### src/rtl/cnu_sched_if.sv
// Control/memory bundle between the decoder controller and the check-node row scheduler.
// master = controller side, slave = scheduler side.
interface cnu_sched_if #(
  parameter int ADDR_WID = 5,
  parameter int ITER_WID = 5
);
  logic                start;
  logic                abort;
  logic [ITER_WID-1:0] max_iter;
  logic                syn_ok;
  logic                rd_en;
  logic [ADDR_WID-1:0] rd_addr;
  logic                cnu_in;
  logic                iter_0;
  logic                wr_en;
  logic [ADDR_WID-1:0] wr_addr;
  logic                busy;
  logic                done;
  logic [ITER_WID-1:0] iter_cnt;
  logic                early_stop;

  modport master (
    output start, abort, max_iter, syn_ok,
    input  rd_en, rd_addr, cnu_in, iter_0, wr_en, wr_addr,
    input  busy, done, iter_cnt, early_stop
  );

  modport slave (
    input  start, abort, max_iter, syn_ok,
    output rd_en, rd_addr, cnu_in, iter_0, wr_en, wr_addr,
    output busy, done, iter_cnt, early_stop
  );
endinterface

### src/rtl/cnu_sched.sv
// Row scheduler for the 6-input min-sum check-node cell: issues row reads every
// third cycle, delays them into capture and write-back strobes, and counts iterations.
module cnu_sched #(
  parameter int ROW_NUM  = 18,
  parameter int ADDR_WID = 5,
  parameter int ITER_WID = 5
) (
  input logic        clk,
  input logic        reset,
  cnu_sched_if.slave bus
);

  typedef enum logic [1:0] {IDLE, RUN, WAIT, EVAL} state_t;

  localparam logic [ADDR_WID-1:0] LAST_ROW = ADDR_WID'(ROW_NUM - 1);
  localparam logic [ITER_WID-1:0] ITER_MAX = '1;

  function automatic logic [ITER_WID-1:0] sat_inc(input logic [ITER_WID-1:0] v);
    return (v == ITER_MAX) ? v : v + 1'b1;
  endfunction

  function automatic logic [ITER_WID-1:0] clamp_limit(input logic [ITER_WID-1:0] v);
    return (v == '0) ? ITER_WID'(1) : v;
  endfunction

  state_t              state;
  logic [1:0]          gap;
  logic [ADDR_WID-1:0] row;
  logic [ITER_WID-1:0] limit;
  logic [ITER_WID-1:0] iter_cnt;
  logic [ITER_WID-1:0] iter_next;
  logic                rd_en;
  logic                iter_0;
  logic                busy;
  logic                done;
  logic                early_stop;

  logic                vld_p1, vld_p2, vld_p3, vld_p4, vld_p5, vld_p6;
  logic [ADDR_WID-1:0] addr_p1, addr_p2, addr_p3, addr_p4, addr_p5, addr_p6;

  assign iter_next = sat_inc(iter_cnt);

  always_ff @(posedge clk or posedge reset) begin
    if (reset) begin
      state      <= IDLE;
      gap        <= '0;
      row        <= '0;
      limit      <= ITER_WID'(1);
      iter_cnt   <= '0;
      rd_en      <= 1'b0;
      iter_0     <= 1'b0;
      busy       <= 1'b0;
      done       <= 1'b0;
      early_stop <= 1'b0;
    end else if (bus.abort) begin
      state    <= IDLE;
      gap      <= '0;
      row      <= '0;
      iter_cnt <= '0;
      rd_en    <= 1'b0;
      iter_0   <= 1'b0;
      busy     <= 1'b0;
      done     <= 1'b0;
    end else begin
      done <= 1'b0;
      case (state)
        IDLE: begin
          if (bus.start) begin
            state      <= RUN;
            limit      <= clamp_limit(bus.max_iter);
            iter_cnt   <= '0;
            early_stop <= 1'b0;
            iter_0     <= 1'b1;
            busy       <= 1'b1;
            gap        <= '0;
            row        <= '0;
            rd_en      <= 1'b1;
          end
        end
        RUN: begin
          // The cell reuses its Lq registers at issue+1 and issue+3, so rows stay 3 cycles apart.
          if (gap == 2'd2) begin
            gap   <= '0;
            rd_en <= 1'b1;
            row   <= row + 1'b1;
          end else if (gap == 2'd0 && row == LAST_ROW) begin
            rd_en <= 1'b0;
            state <= WAIT;
          end else begin
            gap   <= gap + 1'b1;
            rd_en <= 1'b0;
          end
        end
        WAIT: begin
          if (vld_p6 && addr_p6 == LAST_ROW)
            state <= EVAL;
        end
        EVAL: begin
          iter_cnt <= iter_next;
          iter_0   <= 1'b0;
          if (bus.syn_ok || iter_next == limit) begin
            state      <= IDLE;
            done       <= 1'b1;
            busy       <= 1'b0;
            early_stop <= bus.syn_ok;
          end else begin
            state <= RUN;
            gap   <= '0;
            row   <= '0;
            rd_en <= 1'b1;
          end
        end
        default: state <= IDLE;
      endcase
    end
  end

  always_ff @(posedge clk or posedge reset) begin
    if (reset) begin
      vld_p1  <= 1'b0; vld_p2  <= 1'b0; vld_p3  <= 1'b0;
      vld_p4  <= 1'b0; vld_p5  <= 1'b0; vld_p6  <= 1'b0;
      addr_p1 <= '0;   addr_p2 <= '0;   addr_p3 <= '0;
      addr_p4 <= '0;   addr_p5 <= '0;   addr_p6 <= '0;
    end else if (bus.abort) begin
      vld_p1  <= 1'b0; vld_p2  <= 1'b0; vld_p3  <= 1'b0;
      vld_p4  <= 1'b0; vld_p5  <= 1'b0; vld_p6  <= 1'b0;
      addr_p1 <= '0;   addr_p2 <= '0;   addr_p3 <= '0;
      addr_p4 <= '0;   addr_p5 <= '0;   addr_p6 <= '0;
    end else begin
      // stage 1: cell capture
      vld_p1  <= rd_en;   addr_p1 <= row;
      vld_p2  <= vld_p1;  addr_p2 <= addr_p1;
      vld_p3  <= vld_p2;  addr_p3 <= addr_p2;
      vld_p4  <= vld_p3;  addr_p4 <= addr_p3;
      vld_p5  <= vld_p4;  addr_p5 <= addr_p4;
      // stage 6: cell output valid, row write-back
      vld_p6  <= vld_p5;  addr_p6 <= addr_p5;
    end
  end

  assign bus.rd_en      = rd_en;
  assign bus.rd_addr    = row;
  assign bus.cnu_in     = vld_p1;
  assign bus.wr_en      = vld_p6;
  assign bus.wr_addr    = addr_p6;
  assign bus.iter_0     = iter_0;
  assign bus.busy       = busy;
  assign bus.done       = done;
  assign bus.iter_cnt   = iter_cnt;
  assign bus.early_stop = early_stop;

endmodule

### src/flat_wrapper.sv
// flat-port wrapper written by rule: the top's interface ports become plain ports
module cnu_sched_flat 
#(
  parameter int ROW_NUM  = 18,
  parameter int ADDR_WID = 5,
  parameter int ITER_WID = 5
)
  (clk, reset, bus_start, bus_abort, bus_max_iter, bus_syn_ok, bus_rd_en, bus_rd_addr, bus_cnu_in, bus_iter_0, bus_wr_en, bus_wr_addr, bus_busy, bus_done, bus_iter_cnt, bus_early_stop);
  cnu_sched_if #(.ADDR_WID(ADDR_WID), .ITER_WID(ITER_WID)) bus_i ();
  input logic clk;
  input logic reset;
  input wire logic [$bits(bus_i.start)-1:0] bus_start;
  input wire logic [$bits(bus_i.abort)-1:0] bus_abort;
  input wire logic [$bits(bus_i.max_iter)-1:0] bus_max_iter;
  input wire logic [$bits(bus_i.syn_ok)-1:0] bus_syn_ok;
  output wire logic [$bits(bus_i.rd_en)-1:0] bus_rd_en;
  output wire logic [$bits(bus_i.rd_addr)-1:0] bus_rd_addr;
  output wire logic [$bits(bus_i.cnu_in)-1:0] bus_cnu_in;
  output wire logic [$bits(bus_i.iter_0)-1:0] bus_iter_0;
  output wire logic [$bits(bus_i.wr_en)-1:0] bus_wr_en;
  output wire logic [$bits(bus_i.wr_addr)-1:0] bus_wr_addr;
  output wire logic [$bits(bus_i.busy)-1:0] bus_busy;
  output wire logic [$bits(bus_i.done)-1:0] bus_done;
  output wire logic [$bits(bus_i.iter_cnt)-1:0] bus_iter_cnt;
  output wire logic [$bits(bus_i.early_stop)-1:0] bus_early_stop;
  assign bus_i.start = bus_start;
  assign bus_i.abort = bus_abort;
  assign bus_i.max_iter = bus_max_iter;
  assign bus_i.syn_ok = bus_syn_ok;
  assign bus_rd_en = bus_i.rd_en;
  assign bus_rd_addr = bus_i.rd_addr;
  assign bus_cnu_in = bus_i.cnu_in;
  assign bus_iter_0 = bus_i.iter_0;
  assign bus_wr_en = bus_i.wr_en;
  assign bus_wr_addr = bus_i.wr_addr;
  assign bus_busy = bus_i.busy;
  assign bus_done = bus_i.done;
  assign bus_iter_cnt = bus_i.iter_cnt;
  assign bus_early_stop = bus_i.early_stop;
  cnu_sched #(.ROW_NUM(ROW_NUM), .ADDR_WID(ADDR_WID), .ITER_WID(ITER_WID)) u_core (.clk(clk), .reset(reset), .bus(bus_i));
endmodule
### config.mk
export PLATFORM = sky130hd
export DESIGN_NAME = cnu_sched_flat
export DESIGN_NICKNAME = d
export VERILOG_FILES = /design/src/rtl/cnu_sched_if.sv /design/src/rtl/cnu_sched.sv /design/src/flat_wrapper.sv
export SDC_FILE = /design/constraint.sdc
export NUM_CORES = 1
export LEC_CHECK = 0
export ABC_CLOCK_PERIOD_IN_PS = 2950
export CORE_ASPECT_RATIO = 1.25
export CORE_MARGIN = 4
export CORE_UTILIZATION = 58
export CTS_BUF_LIST = sky130_fd_sc_hd__clkbuf_8
export DETAILED_ROUTE_END_ITERATION = 12
export PLACE_DENSITY_LB_ADDON = 0.15
export RECOVER_POWER = 25
export SYNTH_ARGS = -nofsm -noshare
export SYNTH_HDL_FRONTEND = slang
export SYNTH_SLANG_ARGS = --single-unit
### constraint.sdc
create_clock -name clk -period 2.95 [get_ports clk]
set_input_delay 0.59 -clock clk [delete_from_list [all_inputs] [get_ports clk]]
set_output_delay 0.59 -clock clk [all_outputs]
set_load 0.01 [all_outputs]
# After elaboration in Yosys (flattened, before gate mapping)
# Cells that the tools add are included.
# totals
regBits,60
latch_bits,0
ramBits,0
romBits,0
output_inout_bits,22
n_memories,0
# op_classes
add_sub_neg,3
n_mul,0
n_div,0
magnitude_cmp,0
n_eq_ne,18
shift,0
muxes,50
bitwise,1
reduce_logical,17
# op_table
op,n
5-bit 2-to-1 mux,13
2-bit 2-to-1 mux,10
1-bit 2-to-1 mux,19
4-bit AND reduction,4
"5-bit == test, second input constant",3
5-bit one-hot mux with 3 select lines,1
"3-bit by 2-bit != test with 1-bit output, second input constant",4
"5-bit by 1-bit adder with 5-bit output, second input constant",2
5-bit one-hot mux with 2 select lines,1
"3-bit != test, second input constant",3
3-bit AND reduction,3
2-bit one-hot mux with 4 select lines,1
"2-bit == test, second input constant",3
1-bit one-hot mux with 2 select lines,3
2-bit one-hot mux with 3 select lines,1
5-bit == test,1
5-bit zero test,1
2-bit zero test,2
"4-bit by 3-bit != test with 1-bit output, second input constant",1
4-bit nonzero test,1
1-bit one-hot mux with 3 select lines,1
3-bit nonzero test,1
"2-bit by 1-bit adder with 2-bit output, second input constant",1
"2-bit by 1-bit == test with 1-bit output, second input constant",1
other kinds (7),8

# Depth between registers and ports, before layout
# logic_depth
word_depth,7
mapped_depth,9

# Worst setup path after synthesis
# Ideal clock, no wire load.
# synth_timing
path_kind,reg2reg
startpoint,"reg u_core.iter_cnt[0], in the netlist u_core.bus.iter_cnt[0]"
endpoint,"reg u_core.rd_en, in the netlist u_core.bus.rd_en"
arrival_time_ns,2.356
required_time_ns,2.825
slack_ns,0.468
path_stages_with_launch,10
n_path_buf,2
period_less_slack_ns,2.482
path_cell_list,dfrtp_1 ha_1 buf_6 nand4_4 or3_4 a2111oi_4 o211ai_4 and2_4 buf_6 mux2_4
# synth_via
elab_chain_len,6
elab_cells_between_ends,7
classes_between,1 x add/sub; 3 x eq/ne; 1 x mux; 2 x reduce/logical
# synth_rtl
element,line_no,rtl
from (decl),cnu_sched.sv:30,logic [ITER_WID-1:0] iter_cnt;
from (signal assigned),cnu_sched.sv:99,iter_cnt <= iter_next;
5-bit by 1-bit adder with 5-bit output or 5-bit == test (tied branches),cnu_sched.sv:19,return (v == ITER_MAX) ? v : v + 1'b1;
5-bit 2-to-1 mux (*),cnu_sched.sv:19,
5-bit == test (*),cnu_sched.sv:101,if (bus.syn_ok || iter_next == limit) begin
1-bit logical OR (*),cnu_sched.sv:101,
3-bit != test (no line) (*),--,
3-bit AND reduction (no line) (*),--,
to (signal assigned),cnu_sched.sv:87,rd_en <= 1'b0;
to (signal assigned),cnu_sched.sv:91,rd_en <= 1'b0;
to (signal assigned),cnu_sched.sv:110,rd_en <= 1'b1;
to (decl),cnu_sched.sv:32,logic rd_en;
# Mark *: on every way between the ends. The rest lies on a longest branch, timed or not.
# A chain may end at the register's enable or synchronous reset.

# Worst setup path in the final report
# Same ends and word-level chain as after synthesis.

==> reports/results.ini <==
[critical_path]
critical_path_maximum_fanout=10
timing.critical_path.to_type=register
r2r-start=u_core.bus.iter_cnt[0]$_DFFE_PP0P_
critPathLaunchType=register
timing_worst_setup_path_type=register to register
minimum_setup_slack_among_reg_to_reg_paths_ns=0.30
worstPathArrival_ns=2.87
worst_case_reg_to_reg_path_depth=7
crit-reg2reg-capture=u_core.bus.rd_en$_DFFE_PP0P_
wp_data_required_ns=3.18

[clock_tree]
tritoncts=yes
cts_hold_buffers=0
cts.reportedPaths.clkPinSlew_ns=0.07
cts_max_level=3
cts.repair.resized=0
clock-root-buffer=clkbuf_8
clkLatencyLatePin_ns=0.34
clock_sinks=60
cts.repair_timing.setup_buffer_count=0
cts_buffers=9
ctsLongestPathBuffers=2

[yosys]
ys.warnings.count=0
number_of_enable_flip_flop_cells_after_synthesis=0
postSynth.topFlopCell=dfrtp_1
synth_sequential_area_ratio_pct=54.4
ys_async_sr_fraction_pct=100
post_synth.cell_area_avg_sq_um=11.4
ys_ff_latch=60
synthesis.instances=242
netlist-cell-type-count=47
postSynthNetCount=260
mappedNetlistArea_sq_um=2760

[detailed_routing]
drtAntennaViolNets=0
routed_wl_mm=5.02
highest-signal-layer=met4
viasPerCell=5.53
drc=0
drt-initial-drc-count=111
detail_route.wirelength.met1_mm=2.19
route.met2.wl_mm=2.38
vias=1875
met3WireLength_microns=268
wl_per_cell_microns=14.8
drt_first_pass_iters=4

[die]
die_x_microns=69.7
starting_utilization_of_the_core_area_pct=61.5
dieArea_sq_um=5940
core_sq_um=4490
die-height_microns=85.1
pin_count=32
fp-row-count=27

[cells_and_area]
num_antenna_cells=0
final_core_utilization_pct=73.6
areaGrowthSynthToFinish_pct=19.8
drive_gt1_share_pct=12.8
finalNetCount=294
final_cell_count_no_fill=339

[timing]
relSlewSlack_pct=5.44
finalMaxSlewViolations=0
fmaxAchievable_mhz=378
setup_total_negative_slack_ns=0
timing_hold_violations_final=0
worst_clock_skew_ns=0.00419
layout_min_cycle_time_ns=2.65
unrepaired_setup_endpoints_after_global_routing=no
report.final.setup_viol=0
final.hold.worst_slack_ns=0.458
worst-slew-pin-transition_ns=1.42
final.period_utilization_pct=89.7

[flow_run]
cap_viol_max_count=0

[pwr]
power.leakage_nw=1.47
vdd_ir_drop_max_mv=0.455
p_per_area_nw_per_um2=719

[min_path]
whs_endpoint=u_core.addr_p4[1]$_DFF_PP0_
hold_path_origin=u_core.addr_p3[1]$_DFF_PP0_
hold_path.class=register to register
worst_hold_path.num_cells=1

[place]
gpl.final_weighted_congestion=0.870
number_of_input_and_output_port_buffers_inserted=31
placedCellCount=323
post-dp-hpwl_mm=3.39

[global_routing]
grt_usage_pct=19.2
first_global_vias=1919
grt_start_max_net_pins=61
grt_overflow=0
first_pass_grt_wire_length_mm=8.75
antenna_found_initial=0

[outcome]
status=complete, no violations

synthesized netlist by cell type (all sizes together), types with 3 or more instances:
master	count	area [sq um]
a21oi	14	70.1
a22o	5	50.1
and2b	3	22.5
buf	5	56.3
clkbuf	5	28.8
dfrtp	59	1480
ha	8	100
inv	6	22.5
mux2	5	60.1
nand2	15	56.3
nand2b	4	25.0
nand3	3	15.0
nand4	5	46.3
nor2	12	45.0
nor2b	40	250
nor3	6	30.0
nor3b	4	30.0
o211ai	3	36.3
o21ai	9	45.0
xor2	3	26.3
layout make-up:
type | count | area (sq um)
clock buffer | 11 | 151
clock inverter | 5 | 83.8
timing repair buffer | 33 | 323
multi-input combinational | 166 | 1150
tap | 58 | 72.6
inverter | 6 | 22.5
sequential | 60 | 1500
fill | 314 | 1190
sequential cells by signal, indices dropped and copies added (netlist names):
register	count
u_core.addr_p1	5
u_core.addr_p2	5
u_core.addr_p3	5
u_core.addr_p4	5
u_core.addr_p5	5
u_core.bus.iter_cnt	5
u_core.bus.rd_addr	5
u_core.bus.wr_addr	5
u_core.limit	5
u_core.gap	2
u_core.state	2
u_core.bus.busy	1
u_core.bus.cnu_in	1
u_core.bus.done	1
u_core.bus.early_stop	1
u_core.bus.iter_0	1
u_core.bus.rd_en	1
u_core.bus.wr_en	1
u_core.vld_p2	1
u_core.vld_p3	1
u_core.vld_p4	1
u_core.vld_p5	1
layout by cell type (no fill, tap or decap), types with 2 or more instances in the layout:
cell type	instances
a21oi_1	14
dfrtp_1	59
xor2_1	3
o21ai_0	9
a22o_2	5
a221oi_1	2
nand3_1	3
and2b_1	3
ha_1	8
mux2i_1	2
inv_1	5
nand3b_1	2
a21boi_0	2
nor3_1	6
bufinv_16	2
nor2_1	12
nand2_1	15
nor3b_1	4
nand4_1	4
nand2b_1	4
o211ai_1	2
clkinvlp_4	2
clkdlybuf4s50_1	30
clkbuf_8	11
mux2_2	4
nor2b_1	40
a211oi_1	2
worst max-delay path, cell delays in order (launching register included):
cell and delay, ns:
dfrtp_1 0.45, ha_1 0.41, nand4_4 0.16, or3_4 0.43, a2111oi_4 0.39, o211ai_4 0.18, and2_4 0.21, mux2_4 0.30
routing by layer:
layer	global-route usage (%)	vias up
met4	13.4	0
li1	-	909
met3	6.28	19
met1	23.0	900
met5	0	-
met2	29.3	47
logic make-up after synthesis:
family | share of synthesized area, %
adder cells (fa/ha/maj) | 3.62
AND/OR/NAND/NOR | 21.7
flip-flops | 54.4
buffers and inverters | 3.90
XOR/XNOR | 1.27
multiplexers | 2.90
AO/OA/AOI/OAI | 12.1
per-stage QoR:
stage                     total power [W]  area (sq um)  worst slack, ns
after global routing              0.00252          3310            0.145
after floorplan                   0.00140          2760            0.468
after global placement            0.00153          3070            0.419
final                             0.00238          3310            0.304
after detailed placement          0.00155          3070            0.316
after CTS                         0.00240          3310            0.305
worst max-delay path by stage:
stage                                             startpoint                      endpoint  slack (ns)  cells past startpoint
after global placement    u_core.bus.iter_cnt[0]$_DFFE_PP0P_  u_core.bus.rd_en$_DFFE_PP0P_        0.42                      7
after detailed placement  u_core.bus.iter_cnt[0]$_DFFE_PP0P_  u_core.bus.rd_en$_DFFE_PP0P_        0.32                      7
after CTS                 u_core.bus.iter_cnt[0]$_DFFE_PP0P_  u_core.bus.rd_en$_DFFE_PP0P_        0.30                      7
final                     u_core.bus.iter_cnt[0]$_DFFE_PP0P_  u_core.bus.rd_en$_DFFE_PP0P_        0.30                      7
after global routing      u_core.bus.iter_cnt[0]$_DFFE_PP0P_  u_core.bus.rd_en$_DFFE_PP0P_        0.14                      7
after floorplan           u_core.bus.iter_cnt[0]$_DFFE_PP0P_  u_core.bus.rd_en$_DFFE_PP0P_        0.47                      9
power breakdown:
part / switching [W] / leakage, nW / internal (W) / total [W]
sequential: 0.0000799 / 0.819 / 0.000909 / 0.000989
combinational: 0.000295 / 0.541 / 0.000252 / 0.000547
clock: 0.000319 / 0.112 / 0.000522 / 0.000841
(Power assumes the default switching activity.)
